--- config.mk ---
export PLATFORM = sky130hd
export DESIGN_NAME = sm_tc_convert_pipe_flat
export DESIGN_NICKNAME = d
export VERILOG_FILES = /design/src/rtl/sm_tc_convert_pipe_if.sv /design/src/rtl/sm_tc_convert_pipe.sv /design/src/flat_wrapper.sv
export SDC_FILE = /design/constraint.sdc
export NUM_CORES = 1
export LEC_CHECK = 0
export CAP_MARGIN = 10
export CORE_MARGIN = 3
export CORE_UTILIZATION = 53
export CTS_CLUSTER_SIZE = 20
export DETAILED_ROUTE_END_ITERATION = 16
export GPL_TIMING_DRIVEN = 0
export PLACE_DENSITY = 0.81
export SLEW_MARGIN = 10
export SYNTH_ARGS = -nofsm -noshare
export SYNTH_HDL_FRONTEND = slang
export SYNTH_SLANG_ARGS = --single-unit
--- constraint.sdc ---
create_clock -name CLK -period 2.4 [get_ports CLK]
set_clock_uncertainty 0.2 [all_clocks]
set_input_delay 0.48 -clock CLK [delete_from_list [all_inputs] [get_ports CLK]]
set_output_delay 0.48 -clock CLK [all_outputs]
set_load 0.01 [all_outputs]
--- src/rtl/sm_tc_convert_pipe_if.sv ---
// sm_tc_convert_pipe_if: input/output beat handshake plus overflow counter bundle
interface sm_tc_convert_pipe_if #(
  parameter int MAG_W = 26,
  parameter int CNT_W = 8
);
  logic             in_valid;
  logic             in_ready;
  logic             in_mode;
  logic             in_sign;
  logic [MAG_W:0]   in_data;
  logic             out_valid;
  logic             out_ready;
  logic             out_mode;
  logic             out_sign;
  logic             out_ovf;
  logic [MAG_W:0]   out_data;
  logic [CNT_W-1:0] ovf_cnt;
  logic             ovf_clr;
  modport master (
    output in_valid, in_mode, in_sign, in_data, out_ready, ovf_clr,
    input  in_ready, out_valid, out_mode, out_sign, out_ovf, out_data, ovf_cnt
  );
  modport slave (
    input  in_valid, in_mode, in_sign, in_data, out_ready, ovf_clr,
    output in_ready, out_valid, out_mode, out_sign, out_ovf, out_data, ovf_cnt
  );
endinterface

--- src/rtl/sm_tc_convert_pipe.sv ---
// sm_tc_convert_pipe: pipelined sign-magnitude <-> two's-complement converter with global stall
module sm_tc_convert_pipe #(
  parameter int MAG_W   = 26,
  parameter int LATENCY = 2,
  parameter int CNT_W   = 8
) (
  input logic               CLK,
  input logic               nRST,
  sm_tc_convert_pipe_if.slave bus
);
  localparam int PW = MAG_W + 4;
  logic [LATENCY-1:0] v;
  logic [PW-1:0]      p [LATENCY];
  logic [PW-1:0]      p0;
  logic [MAG_W:0]     tc, mag1;
  logic               adv, neg, most_neg;
  logic [CNT_W-1:0]   cnt;
  // payload packs {mode, sign, ovf, data}; arithmetic is done before stage 1
  always_comb begin
    tc       = bus.in_sign ? -{1'b0, bus.in_data[MAG_W-1:0]} : {1'b0, bus.in_data[MAG_W-1:0]};
    neg      = bus.in_data[MAG_W];
    most_neg = neg & ~|bus.in_data[MAG_W-1:0];
    mag1     = most_neg ? {1'b0, {MAG_W{1'b1}}} : (neg ? -bus.in_data : bus.in_data);
    p0       = bus.in_mode ? {1'b1, neg, most_neg, mag1} : {1'b0, tc[MAG_W], 1'b0, tc};
  end
  assign adv           = bus.out_ready | ~bus.out_valid;
  assign bus.in_ready  = adv;
  assign bus.out_valid = v[LATENCY-1];
  assign {bus.out_mode, bus.out_sign, bus.out_ovf, bus.out_data} = p[LATENCY-1];
  assign bus.ovf_cnt   = cnt;
  always_ff @(posedge CLK or negedge nRST) begin
    if (!nRST) begin
      v <= '0;
      for (int i = 0; i < LATENCY; i++) p[i] <= '0;
    end else if (adv) begin
      v[0] <= bus.in_valid;
      p[0] <= p0;
      for (int i = 1; i < LATENCY; i++) begin
        v[i] <= v[i-1];
        p[i] <= p[i-1];
      end
    end
  end
  always_ff @(posedge CLK or negedge nRST) begin
    if (!nRST) cnt <= '0;
    else if (bus.ovf_clr) cnt <= '0;
    else if (bus.out_valid & bus.out_ready & bus.out_ovf & ~&cnt) cnt <= cnt + CNT_W'(1);
  end
endmodule
--- src/flat_wrapper.sv ---
// flat-port wrapper written by rule: the top's interface ports become plain ports
module sm_tc_convert_pipe_flat 
#(
  parameter int MAG_W   = 26,
  parameter int LATENCY = 2,
  parameter int CNT_W   = 8
)
  (CLK, nRST, bus_in_valid, bus_in_mode, bus_in_sign, bus_in_data, bus_out_ready, bus_ovf_clr, bus_in_ready, bus_out_valid, bus_out_mode, bus_out_sign, bus_out_ovf, bus_out_data, bus_ovf_cnt);
  sm_tc_convert_pipe_if #(.MAG_W(MAG_W), .CNT_W(CNT_W)) bus_i ();
  input logic CLK;
  input logic nRST;
  input wire logic [$bits(bus_i.in_valid)-1:0] bus_in_valid;
  input wire logic [$bits(bus_i.in_mode)-1:0] bus_in_mode;
  input wire logic [$bits(bus_i.in_sign)-1:0] bus_in_sign;
  input wire logic [$bits(bus_i.in_data)-1:0] bus_in_data;
  input wire logic [$bits(bus_i.out_ready)-1:0] bus_out_ready;
  input wire logic [$bits(bus_i.ovf_clr)-1:0] bus_ovf_clr;
  output wire logic [$bits(bus_i.in_ready)-1:0] bus_in_ready;
  output wire logic [$bits(bus_i.out_valid)-1:0] bus_out_valid;
  output wire logic [$bits(bus_i.out_mode)-1:0] bus_out_mode;
  output wire logic [$bits(bus_i.out_sign)-1:0] bus_out_sign;
  output wire logic [$bits(bus_i.out_ovf)-1:0] bus_out_ovf;
  output wire logic [$bits(bus_i.out_data)-1:0] bus_out_data;
  output wire logic [$bits(bus_i.ovf_cnt)-1:0] bus_ovf_cnt;
  assign bus_i.in_valid = bus_in_valid;
  assign bus_i.in_mode = bus_in_mode;
  assign bus_i.in_sign = bus_in_sign;
  assign bus_i.in_data = bus_in_data;
  assign bus_i.out_ready = bus_out_ready;
  assign bus_i.ovf_clr = bus_ovf_clr;
  assign bus_in_ready = bus_i.in_ready;
  assign bus_out_valid = bus_i.out_valid;
  assign bus_out_mode = bus_i.out_mode;
  assign bus_out_sign = bus_i.out_sign;
  assign bus_out_ovf = bus_i.out_ovf;
  assign bus_out_data = bus_i.out_data;
  assign bus_ovf_cnt = bus_i.ovf_cnt;
  sm_tc_convert_pipe #(.MAG_W(MAG_W), .LATENCY(LATENCY), .CNT_W(CNT_W)) u_core (.CLK(CLK), .nRST(nRST), .bus(bus_i));
endmodule
==> results of run 1 <==
[placed cells by master, fill, tap and decap left out, types with 14 or more instances in the layout]
cell type	synthesis	layout
a21oi_1	18	16
buf_4	27	66
clkbuf_2	0	17
clkdlybuf4s50_1	0	46
dfrtp_1	70	70
nand2_1	132	130
nor2_1	33	32
nor3_1	18	14
o21ai_0	30	23
xor2_1	14	14
[metal layers]
layer,vias to the layer above,share of wire [%],track usage (%)
met1,2099,38,37.9
li1,1952,-,-
met5,-,0,0
met3,66,8.5,7.45
met2,291,49,50.4
met4,0,4.0,12.8
[state kept, by name, summed over array words and instances, names as in the netlist]
signal / cells
u_core.bus.out_mode: 1
u_core.bus.out_data: 27
u_core.v: 2
u_core.bus.out_ovf: 1
u_core.bus.ovf_cnt: 8
u_core.bus.out_sign: 1
u_core.p: 30
[Yosys cell counts, drive strengths merged, types with 8 or more instances]
| library cell | number |
|---|---|
| a21oi | 18 |
| buf | 34 |
| clkbuf | 21 |
| dfrtp | 70 |
| nand2 | 132 |
| nand3 | 9 |
| nor2 | 33 |
| nor2b | 8 |
| nor3 | 19 |
| nor4 | 8 |
| o21ai | 34 |
| o31ai | 8 |
| xor2 | 14 |
[stage by stage]
stage                     hold slack, ns  setup slack [ns]
final                              0.241           -0.0387
after CTS                          0.246           -0.0649
after global placement             0.242             -1.64
after global routing               0.261           -0.0623
after detailed placement           0.200             -1.08
after floorplan                  -0.0156            -0.150
[worst max-delay path, cell delays in order]
cell and delay, ns:
buf_12 0.11, or4_4 0.54, or3b_4 0.43, nor3_4 0.20, buf_6 0.15, nor3_1 0.06
o32a_1 0.41, a21oi_2 0.14
[cell families (layout without fill, tap and decap cells)]
kind of cell	Yosys count	in the layout
AND/OR/NAND/NOR	238	238
AO/OA/AOI/OAI	104	104
flip-flops	70	70
buffers and inverters	59	190
XOR/XNOR	20	20
adder cells (fa/ha/maj)	2	2
multiplexers	1	1
[what timing repair did]
action / CTS / global route
hold endpoints to repair: 20 / 0
cloned: 1 / 0
pin swaps: 17 / 21
setup endpoints to repair: 57 / 49
resized for setup: 65 / 69
hold buffers: 1 / 0
setup buffers: 27 / 17
[power breakdown]
| group | leakage [uW] | internal (uW) | switching (uW) |
|---|---|---|---|
| registers | 0.000856 | 1370 | 109 |
| clock network | 0.000107 | 593 | 497 |
| logic | 0.00161 | 538 | 523 |
| total | 0.00258 | 2500 | 1130 |
[how the worst min path moves through the flow]
stage               slack (ns)                      to  cells past startpoint
global placement          0.24             u_core.v[1]                      1
floorplan                -0.02  u_core.bus.out_data[0]                      0
finish                    0.24            u_core.p[52]                      3
CTS                       0.25            u_core.p[52]                      3
global route              0.26            u_core.p[52]                      3
detailed placement        0.20     u_core.bus.out_mode                      1
[cell type report]
type                            count  area [um^2]
Clock buffer                       10          128
Clock inverter                      6         93.8
Multi-Input combinational cell    365         2230
Timing Repair Buffer              115         1040
Sequential cell                    70         1750
Buffer                             55          369
Fill cell                         532         1610
Tap cell                           99          124
Inverter                            4         17.5
==> results.ini, run 1 <==
[run_status]
status = complete, but fails checks
violations = setup timing

[placed_design]
hpwl_um = 8640
placed_area_um2 = 4930
io_buffers = 68
place_inst = 662
routabilityCongestion = 0.960

[floorplan]
row_count = 31
core_um2 = 7370
fp.dieW_um = 93.8
ios = 74
start_util_pct = 55.4
dieArea_um2 = 8790
die_h_um = 93.8

[timing]
post-route-min-period_ns = 2.44
slew_viol_final = 0
slew_headroom_pct = 55.5
final-setup-viol-count = 4
finalSetupTns_ns = -0.0626
finalHoldViolations = 0
rsz0062_at_grt = yes
timing.final.crit_share_pct = 102
setup_ws_ns = -0.0387
tightest_slew_ns = 0.668
fmax_mhz = 410

[detailed_routing]
antenna_left = 0
vias_per_cell = 6.09
wire_per_inst_um = 18.7
firstDrtPassIters = 5
first_iter_violations = 433
vias = 4408
drt_wl_total_um = 13500
drc = 0

[yosys]
synth-async-reset-ratio_pct = 100
ys_ff_latch = 70
syn-num-nets = 530
synth-xor-area-share_pct = 4.29
post-synth-top-area-cell = dfrtp_1
synthCells = 494
ys_types = 59
syn_area_per_cell_um2 = 8.27
yosys_warnings = 0
synth_edf_count = 0
synth_top_family_by_area = simple AND/OR/NAND/NOR gates
yosysTopAreaCellShare_pct = 42.9
yosysSeqAreaShare_pct = 42.9
yosys.area_share.simple_pct = 27.0
synth_compound_area_share_pct = 17.0
synth.area.top_cells = dfrtp_1 43%, nand2_1 12%, buf_4 5.0%
syn-cell-area_um2 = 4080
synthAdderAreaFrac_pct = 0.613
synth_mux_area_share_pct = 0.245
synth_ff_type = dfrtp_1

[finish]
design_area_um2 = 5760
nNetsFinal = 656
antennaDiodeCount = 0
drive_above_1_share_pct = 24.8
instances_no_fill = 724
fin_util_pct = 78.1
syn_to_final_growth_pct = 41.0

[critical_path]
r2r_end = u_core.bus.ovf_cnt[6]
rrSetupSlack_ns = 0.28
required_ns = 2.49
end_kind = flip-flop
r2r_cells = 6
crit_start = bus_in_data[21]
worst_ep_arrival_time_ns = 2.52
crit_fanout = 6
path_class = input port to flip-flop
reg2reg_from = u_core.bus.ovf_cnt[0]
worstSetupStartpointType = input port
cp-endpoint = u_core.p[47]

[clock_tree]
tritoncts = done
clkTransAtPathRegs_ns = 0.08
root_buffer = clkbuf_8
numClockSinks = 70
h-tree-depth = 3
clk_latency_ns = 0.36
cts_buffer_depth = 2
cts_buffers = 9

[grt]
grt-ovfl-total = 0
grtUsageTotal_pct = 30.5
grt_pass1_vias = 4143
grt_pass1_wl_um = 20700
antenna_found_initial = 0
grt_max_degree = 51

[worst_hold_path]
min_from = bus_in_data[22]
holdCritPathClass = input port to flip-flop

[pwr]
power_uw = 3630
powerDensity_nw_per_um2 = 630
ir_worst_vdd_mv = 0.646
p_leak_uw = 0.00258

[flow_run]
cap_violations = 0

Note: power is estimated with default switching activity, not from simulation.
==> inputs of run 2 (changes only) <==
- TNS_END_PERCENT: default -> 10
- clock period: 2.4 -> 2.7 ns (I/O delays scaled with it)
==> run 2 against run 1 <==
Effect of this change: the flow now finishes without violations; global-route usage down 0.88 points; largest cell class unchanged; critical endpoint is now u_core.p[44]; via count fell by 7.1%; critical path type unchanged; sequential share of layout area is 1.3 points higher.
==> results.ini, run 2 (synthesized netlist as in run 1, its figures left out) <==
[timing]
post-route-min-period_ns = 2.62
finalSetupTns_ns = 0  ; +0.0626 ns
fmax_mhz = 381
slew_viol_final = 0  ; unchanged
timing.final.crit_share_pct = 97.1
whs_ns = 0.272  ; +0.0313 ns
tightest_slew_ns = 0.757  ; +0.0891 ns
finalHoldViolations = 0  ; unchanged
final-setup-viol-count = 0  ; -4
slew_headroom_pct = 49.5  ; -5.9 points

[grt]
grt_pass1_wl_um = 20300  ; -2.0%
grt_max_degree = 51  ; unchanged
antenna_found_initial = 0  ; unchanged
grt-ovfl-total = 0  ; unchanged
grt_pass1_vias = 4037  ; -2.6%
grtUsageTotal_pct = 29.6  ; -0.88 points

[critical_path]
end_kind = flip-flop
worst_ep_arrival_time_ns = 2.65  ; +0.13 ns
r2r_cells = 7  ; +1
crit_fanout = 10  ; +4
required_ns = 2.73  ; +0.24 ns
worstSetupStartpointType = input port
crit_slowest_cell = clkdlybuf4s50_1
crit_chain = clkdlybuf4s50_1 -> clkbuf_1 -> nand2b_1 -> nand2_1 -> o31ai_1 -> xor2_1 -> a31oi_1
crit_start = bus_in_sign
reg2reg_from = u_core.v[1]
rrSetupSlack_ns = 0.30  ; +0.02 ns
r2r_end = u_core.bus.out_data[6]
path_class = input port to flip-flop
slowest_delay_ns = 0.48  ; -0.06 ns

[pwr]
power_uw = 3200  ; -12%
p_int_uw = 2210  ; -11%
p_leak_uw = 0.00248  ; -3.7%
pwr-share-comb_pct = 28.3  ; -0.9 points
p_seq_share_pct = 40.9  ; +0.2 points
p_sw_uw = 988  ; -12%
powerDensity_nw_per_um2 = 579  ; -8.0%
sw_frac_of_total_pct = 30.9  ; -0.26 points
ir_worst_vdd_mv = 0.346  ; -46%
pwr-share-clk_pct = 30.8  ; +0.8 points

[clock_tree]
cts_buffers = 9  ; unchanged
tritoncts = done
h-tree-depth = 3  ; unchanged
cts_buffer_depth = 2  ; unchanged
root_buffer = clkbuf_8
numClockSinks = 70  ; unchanged
clk_latency_ns = 0.36  ; about the same
clkTransAtPathRegs_ns = 0.08  ; about the same

[finish]
layout_common_cells = 130 x nand2_1, 70 x dfrtp_1, 53 x buf_4, 53 x clkdlybuf4s50_1, 33 x nor2_1
regMostFlops = u_core.p
nNetsFinal = 636  ; -3.0%
final_common_cell = nand2_1
syn_to_final_growth_pct = 35.4
instances_no_fill = 704  ; -2.8%
largest_register_ffs = 30  ; unchanged
drive_above_1_share_pct = 16.7  ; -8.1 points
fill_cells = 573  ; +7.7%
antennaDiodeCount = 0  ; unchanged

[detailed_routing]
vias_per_cell = 5.81  ; -4.5%
antenna_left = 0  ; unchanged
drt_wl_total_um = 12400  ; -8.1%
first_iter_violations = 350  ; -19%
wire_per_inst_um = 17.7  ; -5.5%
drc = 0  ; unchanged
vias = 4093  ; -7.1%
firstDrtPassIters = 5  ; unchanged

[placed_design]
routabilityCongestion = 0.964  ; +0.36%
io_buffers = 68  ; unchanged
hpwl_um = 8570  ; -0.76%
place_inst = 662  ; unchanged

[floorplan]
die_h_um = 93.8  ; unchanged
start_util_pct = 55.4  ; unchanged
dieArea_um2 = 8790  ; unchanged
fp.dieW_um = 93.8  ; unchanged
ios = 74  ; unchanged
core_um2 = 7370  ; unchanged
row_count = 31  ; unchanged

[run_status]
status = complete, no violations

[worst_hold_path]
holdPathStages = 2  ; -1
min_from = u_core.bus.out_data[18]
holdCritPathClass = flip-flop to flip-flop
hold_path_end = u_core.bus.out_data[18]

[flow_run]
cap_violations = 0  ; unchanged

-- run 2: changes by cell type in the layout (fill, tap and decap cells not counted), sizes merged --
cell           delta
inv               +2
clkinv            -1
buf              -23
clkbuf            -9
clkdlybuf4s50     +7
dlymetal6s2s      +7
clkdlybuf4s15     -1
dlygate4sd2       -2
-- run 2: power groups by stage --
stage / combinational (uW) / sequential [uW] / clock [uW]
6_report: 905 / 1310 / 986
5_1_grt: 989 / 1330 / 1050
4_1_cts: 898 / 1310 / 996
3_5_place_dp: 875 / 1330 / 0
3_3_place_gp: 853 / 1320 / 0
2_1_floorplan: 482 / 1310 / 0
-- run 2: how the worst max path moves through the flow --
stage | cells past startpoint | endpoint
final | 7 | u_core.p[44]
after detailed placement | 8 | u_core.p[46]
after global routing | 6 | u_core.p[51]
after global placement | 1 | u_core.bus.out_data[11]
after CTS | 7 | u_core.p[49]
after floorplan | 7 | u_core.p[50]
-- run 2: final cells by class --
class | instances | area, um^2 | area share (%)
flip-flops and latches | 70 | 1750 | 31.7
clock buffers | 9 | 124 | 2.24
plain buffers | 55 | 333 | 6.02
well taps | 99 | 124 | 2.24
inverters | 4 | 17.5 | 0.317
repair buffers | 95 | 923 | 16.7
clock inverters | 7 | 105 | 1.90
multi-input cells | 365 | 2150 | 38.9
-- run 2: routing by layer --
layer	vias to the layer above	track usage [%]	wire length [um]
met4	0	11.0	271
met1	1974	39.0	5210
met3	29	6.89	930
met5	-	0	0
met2	182	47.4	6030
li1	1908	-	-
-- run 2: what timing repair did --
action	4_1_cts	5_1_grt
setup buffers	13	12
hold endpoints to repair	20	0
pin swaps	6	12
hold buffers	1	0
gates resized for setup	30	23
endpoints found under the setup margin	41	29
-- run 2: worst max-delay path: cells and delay by family --
family / cells / cell delay [ns]
buffers and inverters: 2 / 0.92
AND/OR/NAND/NOR: 2 / 0.63
XOR/XNOR: 1 / 0.29
AO/OA/AOI/OAI: 2 / 0.26
-- run 2: per-stage QoR --
stage	instance area [um^2]	util, %	setup slack (ns)
6_report	5530	75.0	0.0786
5_1_grt	5530	75.0	-0.0112
4_1_cts	5370	72.9	-0.130
3_5_place_dp	4920	66.7	-0.926
3_3_place_gp	4890	66.4	-1.43
2_1_floorplan	4090	-	0.0876
==> inputs of run 3 (changes only) <==
- CORE_MARGIN: 3 -> 2
- CORE_UTILIZATION: 53 -> 64
- DONT_BUFFER_PORTS: default -> 1
- PLACE_DENSITY: 0.81 -> 0.8
==> run 3 against run 2 <==
Effect of this change: core utilization decreased by 4.3 points; flip-flop and latch count unchanged; cell area decreased by 20%; worst setup slack got worse by 0.042 ns; global-route usage increased by 2.6 points; cell count decreased by 16%; maximum frequency decreased by 1.6%; sequential share of layout area increased by 7.8 points; non-clock buffer count decreased by 93; via count decreased by 12%; critical path depth decreased by 3; critical path type is now flip-flop to primary output; critical endpoint is now bus_in_ready.
==> results.ini, run 3 (synthesized netlist as in run 1, its figures left out) <==
[run_status]
status = complete, no violations

[clock_tree]
postCtsSetupBuffers = 0  ; -13
cts_buffer_depth = 2  ; unchanged
clkTransAtPathRegs_ns = 0.08  ; about the same
cts_buffers = 9  ; unchanged
h-tree-depth = 3  ; unchanged
root_buffer = clkbuf_8
clk_latency_ns = 0.36  ; about the same
tritoncts = done
numClockSinks = 70  ; unchanged

[finish]
layout_common_cells = 132 x nand2_1, 70 x dfrtp_1, 33 x nor2_1
multi_input_area_um2 = 2040  ; -4.9%
fill_cells = 491  ; -14%
final_common_cell = nand2_1
regMostFlops = u_core.p
largest_register_ffs = 30  ; unchanged
fin_util_pct = 70.7  ; -4.3 points
nNetsFinal = 543  ; -15%
antennaDiodeCount = 0  ; unchanged
regArea_um2 = 1750  ; unchanged
design_area_um2 = 4440  ; -20%
syn_to_final_growth_pct = 8.70
drive_above_1_share_pct = 12.7  ; -4.0 points

[critical_path]
crit_buf_inv = 3  ; +1
crit_slowest_cell = clkbuf_1
end_kind = primary output
required_ns = 1.96  ; -0.77 ns
crit_chain = nor2b_1 -> clkbuf_1 -> inv_2 -> clkbuf_2
slowest_delay_ns = 0.50  ; +0.02 ns
path_class = flip-flop to primary output
crit_fanout = 10  ; unchanged
worstSetupStartpointType = flip-flop
worst_ep_arrival_time_ns = 1.92  ; -0.73 ns
cp_top_family = buffers and inverters

[worst_hold_path]
holdCritPathClass = input port to flip-flop

[timing]
slew_viol_final = 0  ; unchanged
tightest_slew_ns = 0.752  ; -0.00543 ns
rsz0062_at_grt = yes
slew_headroom_pct = 49.9  ; +0.36 points
whs_ns = 0.0999  ; -0.172 ns
fmax_mhz = 375  ; -1.6%
setup_ws_ns = 0.0366  ; -0.0420 ns
final-setup-viol-count = 0  ; unchanged
post-route-min-period_ns = 2.66  ; +0.0420 ns
finalHoldViolations = 0  ; unchanged
timing.final.crit_share_pct = 98.6  ; +1.6 points

[grt]
grtUsageTotal_pct = 32.2  ; +2.6 points
grt_pass1_wl_um = 17700  ; -13%
grt-ovfl-total = 0  ; unchanged
grt_pass1_vias = 3602  ; -11%
antenna_found_initial = 0  ; unchanged
grt_max_degree = 71  ; +39%

[detailed_routing]
first_iter_violations = 309  ; -12%
vias = 3606  ; -12%
met2_length_um = 5190  ; -14%
drc = 0  ; unchanged
vias_per_cell = 6.12  ; +5.3%
wl_met1_um = 4710  ; -9.5%
wire_per_inst_um = 18.7  ; +6.0%
drt_wl_total_um = 11000  ; -11%
top_layer = met4
firstDrtPassIters = 8  ; +3
antenna_left = 0  ; unchanged
dr_wl_met3_um = 914  ; -1.7%

[pwr]
pwr-share-comb_pct = 22.7  ; -5.6 points
pwr-share-clk_pct = 29.3  ; -1.5 points
ir_worst_vdd_mv = 0.422  ; +22%
p_leak_uw = 0.00195  ; -21%
p_sw_uw = 893  ; -9.6%
p_seq_share_pct = 48.0  ; +7.1 points
sw_frac_of_total_pct = 32.7  ; +1.8 points
powerDensity_nw_per_um2 = 616  ; +6.4%
power_uw = 2740  ; -15%
p_int_uw = 1840  ; -17%

[floorplan]
core_um2 = 6280  ; -15%
ios = 74  ; unchanged
row_count = 29  ; -6.5%
dieArea_um2 = 7040  ; -20%
fp.dieW_um = 83.9  ; -11%
die_h_um = 83.9  ; -11%
start_util_pct = 65.1  ; +9.6 points

[flow_run]
cap_violations = 0  ; unchanged

[placed_design]
hpwl_um = 7720  ; -10%
io_buffers = 0  ; -100%
placed_area_um2 = 4190  ; -15%
routabilityCongestion = 0.967  ; +0.33%
pre_cts_ws_ns = -0.340  ; +0.586 ns

[run 3: changes by cell type in the layout (fill, tap and decap cells not counted), moves of 3 or more]
cell and delta:
buf_4 -26, dlygate4sd2_1 -3, nor4_4 -3, dlymetal6s2s_1 -10, nand3_4 -3, o21ai_1 -3, o21ai_0 +3, clkdlybuf4s50_1 -53
[run 3: stage by stage]
stage | TNS (ns) | std cells
3_3_place_gp | -6.09 | 571
6_report | 0 | 589
3_5_place_dp | -5.59 | 571
4_1_cts | 0 | 589
2_1_floorplan | 0 | 494
5_1_grt | -0.0877 | 589
[run 3: final cells by class]
class,instances,share of cell area [%]
multi-input cells,365,46.0
plain buffers,55,7.05
repair buffers,2,0.846
flip-flops and latches,70,39.5
well taps,77,2.17
clock buffers,10,3.10
clock inverters,6,1.01
inverters,4,0.338
[run 3: path summary, 6_finish.rpt]
path	startpoint	to	slack, ns	cells past startpoint
min reg2reg	u_core.v[0]	u_core.v[0]	0.26	2
max reg2reg	u_core.v[1]	u_core.bus.out_data[17]	0.20	6
min	bus_in_valid	u_core.v[0]	0.1	2
min in group asynchronous	nRST	u_core.p[44]	0.53	2
max	u_core.v[1]	bus_in_ready	0.04	4
max in group asynchronous	nRST	u_core.p[42]	1.49	2
[run 3: power groups by stage]
stage / combinational, uW / clock [uW] / sequential, uW
after global placement: 579 / 0 / 1320
after global routing: 692 / 844 / 1330
after detailed placement: 588 / 0 / 1330
final: 622 / 801 / 1310
after CTS: 619 / 807 / 1310
after floorplan: 482 / 0 / 1310
[run 3: worst register-to-register path, cell delays in order, from the launching register on]
cell and delay, ns:
dfrtp_1 0.42, nor2b_1 0.15, clkbuf_1 0.50, clkbuf_1 0.50
clkbuf_1 0.44, nand2_1 0.15, nand2_1 0.08
[run 3: metal layers]
metal,vias to the layer above,GRT usage (%)
met5,-,0
met4,0,13.0
met3,22,5.84
met2,179,51.6
met1,1682,43.4
li1,1723,-
[run 3: what timing repair did]
action,in CTS,in global routing
pin swaps,0,0
hold buffers,2,0
hold endpoints to repair,70,0
setup endpoints to repair,1,43
gates resized for setup,1,7
